File: src/rtl/midi_cmd_decoder.sv
// midi_cmd_decoder: raw serial-MIDI byte parser driving the decoded event bus.
// Optional feature: define MIDI_RUNNING_STATUS_EN to reuse the last channel status for bare data bytes.
`ifndef MIDI_CMD_SIZE
`define MIDI_CMD_SIZE 3
`endif

module midi_cmd_decoder #(
    parameter int OMNI    = 1,
    parameter int CHANNEL = 0
) (
    input  logic                      clk,
    input  logic                      reset_n,
    input  logic                      byte_rdy,
    input  logic [7:0]                byte_in,
    output logic                      midi_rdy,
    output logic [`MIDI_CMD_SIZE-1:0] midi_cmd,
    output logic [3:0]                midi_ch_sysn,
    output logic [6:0]                midi_data0,
    output logic [6:0]                midi_data1,
    output logic [7:0]                err_cnt
);

    typedef enum logic [1:0] {ST_IDLE, ST_DATA0, ST_DATA1, ST_SYSEX} state_t;

    state_t     state;
    logic [7:0] status_q;
    logic       status_vld;
    logic [6:0] data0_q;

    logic       is_rt;
    logic       is_status;
    logic       emit_ok;
    logic       fin;
    logic [1:0] byte_len;
    logic [1:0] stat_len;
    logic [6:0] fin_d0;
    logic [6:0] fin_d1;

    // Data bytes following a status; 3 marks statuses that never carry data (F0, F4, F5, F7).
    function automatic logic [1:0] msg_len(input logic [7:0] s);
        if (s[7:4] == 4'hC || s[7:4] == 4'hD) return 2'd1;
        if (s[7:4] != 4'hF) return 2'd2;
        case (s[3:0])
            4'h1, 4'h3: return 2'd1;
            4'h2:       return 2'd2;
            4'h6:       return 2'd0;
            default:    return 2'd3;
        endcase
    endfunction

    function automatic logic [7:0] sat_inc(input logic [7:0] c);
        return (c == 8'hFF) ? c : c + 8'd1;
    endfunction

    function automatic logic keep_status(input logic [7:0] s);
`ifdef MIDI_RUNNING_STATUS_EN
        return (s[7:4] != 4'hF);
`else
        return (s[7:4] != 4'hF) & 1'b0;
`endif
    endfunction

    assign is_rt     = (byte_in[7:3] == 5'b11111);
    assign is_status = byte_in[7] & ~is_rt;
    assign byte_len  = msg_len(byte_in);
    assign stat_len  = msg_len(status_q);
    assign emit_ok   = (OMNI != 0) || (status_q[7:4] == 4'hF) || (status_q[3:0] == CHANNEL[3:0]);

    // A data byte that completes the message in progress.
    always_comb begin
        fin    = 1'b0;
        fin_d0 = byte_in[6:0];
        fin_d1 = 7'd0;
        if (byte_rdy && !byte_in[7]) begin
            case (state)
                ST_IDLE:  fin = status_vld && (stat_len == 2'd1);
                ST_DATA0: fin = (stat_len == 2'd1);
                ST_DATA1: begin
                    fin    = 1'b1;
                    fin_d0 = data0_q;
                    fin_d1 = byte_in[6:0];
                end
                default:  fin = 1'b0;
            endcase
        end
    end

    always_ff @(posedge clk) begin
        if (byte_rdy && !byte_in[7] && !fin &&
            ((state == ST_IDLE && status_vld) || state == ST_DATA0))
            data0_q <= byte_in[6:0];
    end

    always_ff @(posedge clk or negedge reset_n) begin
        if (!reset_n) begin
            state        <= ST_IDLE;
            status_q     <= 8'd0;
            status_vld   <= 1'b0;
            midi_rdy     <= 1'b0;
            midi_cmd     <= '0;
            midi_ch_sysn <= 4'd0;
            midi_data0   <= 7'd0;
            midi_data1   <= 7'd0;
            err_cnt      <= 8'd0;
        end else begin
            midi_rdy <= 1'b0;
            if (byte_rdy) begin
                if (is_rt) begin
                    // Realtime slips between bytes without disturbing the parse.
                    midi_rdy     <= 1'b1;
                    midi_cmd     <= byte_in[6:4];
                    midi_ch_sysn <= byte_in[3:0];
                    midi_data0   <= 7'd0;
                    midi_data1   <= 7'd0;
                end else if (is_status) begin
                    if (state == ST_SYSEX && byte_in == 8'hF7) begin
                        state <= ST_IDLE;
                    end else begin
                        // One error per offending byte, whether it aborts a message or is itself stray.
                        if (state == ST_DATA0 || state == ST_DATA1 ||
                            (byte_len == 2'd3 && byte_in != 8'hF0))
                            err_cnt <= sat_inc(err_cnt);
                        case (byte_len)
                            2'd0: begin
                                midi_rdy     <= 1'b1;
                                midi_cmd     <= byte_in[6:4];
                                midi_ch_sysn <= byte_in[3:0];
                                midi_data0   <= 7'd0;
                                midi_data1   <= 7'd0;
                                status_vld   <= 1'b0;
                                state        <= ST_IDLE;
                            end
                            2'd1, 2'd2: begin
                                status_q   <= byte_in;
                                status_vld <= 1'b1;
                                state      <= ST_DATA0;
                            end
                            default: begin
                                status_vld <= 1'b0;
                                state      <= (byte_in == 8'hF0) ? ST_SYSEX : ST_IDLE;
                            end
                        endcase
                    end
                end else if (fin) begin
                    midi_rdy <= emit_ok;
                    if (emit_ok) begin
                        midi_cmd     <= status_q[6:4];
                        midi_ch_sysn <= status_q[3:0];
                        midi_data0   <= fin_d0;
                        midi_data1   <= fin_d1;
                    end
                    status_vld <= keep_status(status_q);
                    state      <= ST_IDLE;
                end else begin
                    case (state)
                        ST_IDLE: begin
                            if (status_vld) state <= ST_DATA1;
                            else            err_cnt <= sat_inc(err_cnt);
                        end
                        ST_DATA0: state <= ST_DATA1;
                        default: ;
                    endcase
                end
            end
        end
    end

endmodule

File: config.mk
export PLATFORM = sky130hd
export DESIGN_NAME = midi_cmd_decoder
export DESIGN_NICKNAME = d
export VERILOG_FILES = /design/src/rtl/midi_cmd_decoder.sv
export SDC_FILE = /design/constraint.sdc
export NUM_CORES = 1
export LEC_CHECK = 0
export BUFFER_PORTS_ARGS = -buffer_cell sky130_fd_sc_hd__clkbuf_2
export CAP_MARGIN = 25
export CORE_MARGIN = 2
export CORE_UTILIZATION = 38
export CTS_BUF_LIST = sky130_fd_sc_hd__clkbuf_4 sky130_fd_sc_hd__clkbuf_8 sky130_fd_sc_hd__clkbuf_16
export DETAILED_ROUTE_END_ITERATION = 12
export GPL_ROUTABILITY_DRIVEN = 0
export GPL_TIMING_DRIVEN = 1
export PLACE_DENSITY_LB_ADDON = 0.3
export SLEW_MARGIN = 20
export SYNTH_ARGS = -nofsm -noshare
export SYNTH_HDL_FRONTEND = slang
export SYNTH_SLANG_ARGS = --single-unit
File: constraint.sdc
create_clock -name clk -period 6.15 [get_ports clk]
set_input_delay 1.23 -clock clk [delete_from_list [all_inputs] [get_ports clk]]
set_output_delay 1.23 -clock clk [all_outputs]
set_load 0.1 [all_outputs]
==> summary.md <==
| Metric | Value |
|---|---|
| Dpl hpwl | `between 3000 and 4000 um` |
| Synth-to-layout area growth | `15.81%` |
| Commonest non-fill, non-tap cells in the layout | `dfrtp_1, clkbuf_2, inv_1` |
| Count of pins over their slew limit | `0` |
| CTS Buffer Depth | `2` |
| Die area | `7095 um^2` |
| Clock Pin Slew Worst Setup and Hold Paths | `0.09 ns` |
| RSZ-0062 raised after global routing | `no` |
| Sink Count | `48` |
| Most common cell after layout, fill and taps aside | `dfrtp_1` |
| Status | `complete, no violations` |
| Vias in the first global route | `1702` |
| Boundary pin count | `41` |
| Critical path class | `input port to flip-flop` |
| Ratio of cells with drive above 1 in the final layout | `28.19%` |
| IO buf count | `40` |
| H-tree levels | `2` |
| Routed wire length | `roughly 4700 um` |
| # rows | `29` |
| Hold crit path type | `flip-flop to flip-flop` |
| Critical Path End | `midi_ch_sysn[3]` |
| Largest net degree at the start of global routing | `24` |
| Critical path required time | `roughly 6.3 ns` |
| Post-Syn Area | `2446 um^2` |
| Final min period | `3.619 ns` |
| Initial DRC Count | `84` |
| # fillers | `approximately 600` |
| Count of final setup violators | `0` |
| Metal1 wirelength | `between 2000 and 2500 um` |
| Slew HR | `around two fifths` |
| Post-CTS Setup Bufs | `0` |
| Hold buffers post-CTS | `0` |
| Root Driver | `clkbuf_8` |
| Layout Nets | `about 280` |
| DR WL met2 | `around 2100 um` |
| Vias per std cell | `between 5 and 6` |
| Max-Cap Viols | `0` |
| Setup skew after layout | `approximately 0.0032 ns` |
| Antenna violations before repair | `0` |
| CTS tree | `done` |
| Die height | `around 84 um` |
| Mapped Cells | `between 200 and 250` |
| Setup slack, reg-to-reg | `approximately 3.6 ns` |
| Starting Density | `roughly 40%` |
| Synth Net Count | `around 240` |
| First-pass GRT wire length | `around 8000 um` |
| Later-pin clock latency in the skew report | `0.30 ns` |
| CP startpoint | `byte_in[7]` |
| Post-synthesis cell type count | `40` |
| Reg2reg path depth | `7` |
| Placed insts | `around 330` |
| Post-synthesis sequential area ratio | `50.54%` |
| Multi-input combinational cell area | `1060 um^2` |
| Max Freq | `0.2763 GHz` |
| Core ar. | `roughly 6300 um^2` |
| YS warnings | `0` |
| Final Non-Filler Cells | `between 300 and 400` |
| Final hold violation count | `0` |
| Remaining DRCs | `0` |
| Post-route ant nets | `0` |
| Post-CTS sizing | `0` |
| Total track usage | `between 10% and 20%` |
| Die Wd | `between 80 and 90 um` |
| Final period util | `roughly three fifths` |
| R2r endpoint | `midi_ch_sysn[3]` |
| Yosys reg bits | `between 40 and 50` |
| Met3 WL | `197 um` |
| Register area | `~1200 um^2` |
| Startpoint Class | `input port` |
| CP arrival | `3.81 ns` |
| Uppermost routed layer | `met4` |
| TritonCTS Buffers | `5` |
| Setup_tns | `0 ns` |
| Reg-to-reg startpoint | `state[0]` |
| Diode count | `0` |
| Avg Cell Area, Syn | `~11 um^2` |
| Vias | `approximately 1700` |
| DR WL/cell | `14.00 um` |
| Worst setup EP type | `flip-flop` |
| CP Max Fanout | `23` |
| Total grt overflow | `0` |
| Worst Tran Pin Value | `0.8991 ns` |
| TritonRoute pass-1 iters | `4` |
per-stage QoR:
step | hold slack [ns] | cell area, um^2 | util (%) | setup slack (ns)
global route | 0.5215 | 2833 | 45.13 | 2.351
detailed placement | 0.4835 | 2716 | 43.27 | 2.189
finish | 0.4989 | 2833 | 45.13 | 2.531
global placement | 0.4765 | 2689 | 42.83 | 2.273
CTS | 0.5043 | 2828 | 45.05 | 2.517
floorplan | 0.4344 | 2446 | - | 2.956
critical path, cell delays in order:
cell and delay (ns):
clkbuf_2 0.40, nand2_1 0.16, a21oi_1 0.28, inv_1 0.08
ha_1 0.21, o21ai_0 0.16, nand2_1 0.11, a31oi_4 0.75
mux2_2 0.42
final cells by class:
type,instances,share of cell area [%]
inverters,25,3.313
clock inverters,2,1.237
flip-flops and latches,48,43.64
repair buffers,42,8.304
well taps,77,3.401
clock buffers,6,2.694
multi-input cells,136,37.41
metal layers:
metal	track usage, %	vias to the layer above
li1	-	827
met1	19.30	830
met2	21.28	45
met3	2.655	7
met4	6.745	0
met5	0	-
kinds of logic after synthesis:
group / synth area share, %
flops: 50.54
mux: 15.29
xor+xnor: 2.506
buf+inv: 6.342
fa+ha+maj: 4.092
compound gates: 9.258
simple gates: 11.97
how the worst min path moves through the flow:
stage / from / to / slack, ns / depth (start not counted)
2_1_floorplan: status_q[7] / status_q[7] / 0.43 / 1
3_3_place_gp: midi_ch_sysn[1] / midi_ch_sysn[1] / 0.48 / 1
3_5_place_dp: status_q[7] / status_q[7] / 0.48 / 1
4_1_cts: midi_ch_sysn[1] / midi_ch_sysn[1] / 0.50 / 1
5_1_grt: err_cnt[7] / err_cnt[7] / 0.52 / 1
6_report: midi_ch_sysn[1] / midi_ch_sysn[1] / 0.50 / 1
sequential cells by signal, indices dropped and copies added (netlist names):
signal / flops
status_vld: 1
data0_q: 7
err_cnt: 8
midi_cmd: 3
status_q: 8
midi_data0: 7
midi_ch_sysn: 4
state: 2
midi_data1: 7
midi_rdy: 1
cell usage after synthesis, drive strengths merged:
library cell	count	area share, %
dfrtp	41	42
inv	25	3.8
mux2	19	8.7
nand2	19	2.9
mux2i	16	6.5
a21oi	12	2.5
o21ai	9	1.8
ha	8	4.1
nor3b	8	2.5
edfxtp	7	8.6
nor2	7	1.1
xor2	6	2.1
buf	5	1.9
nand3	5	1.0
nor3	5	1.6
clkbuf	4	0.61
a21o	2	0.61
a31oi	2	1.1
nand2b	2	0.51
nand4	2	0.51
o2111ai	2	0.97
a2111o	1	0.46
a21boi	1	0.46
a2bb2oi	1	0.36
a311oi	1	0.36
and2b	1	0.31
and3	1	0.46
nand3b	1	0.31
nor2b	1	0.26
nor4	1	0.51
o22a	1	0.36
o22ai	1	0.26
xnor2	1	0.36
Power is left out: the tool's default activity adds up to more than one toggle a clock period on the data nets, which glitch-free logic cannot reach.
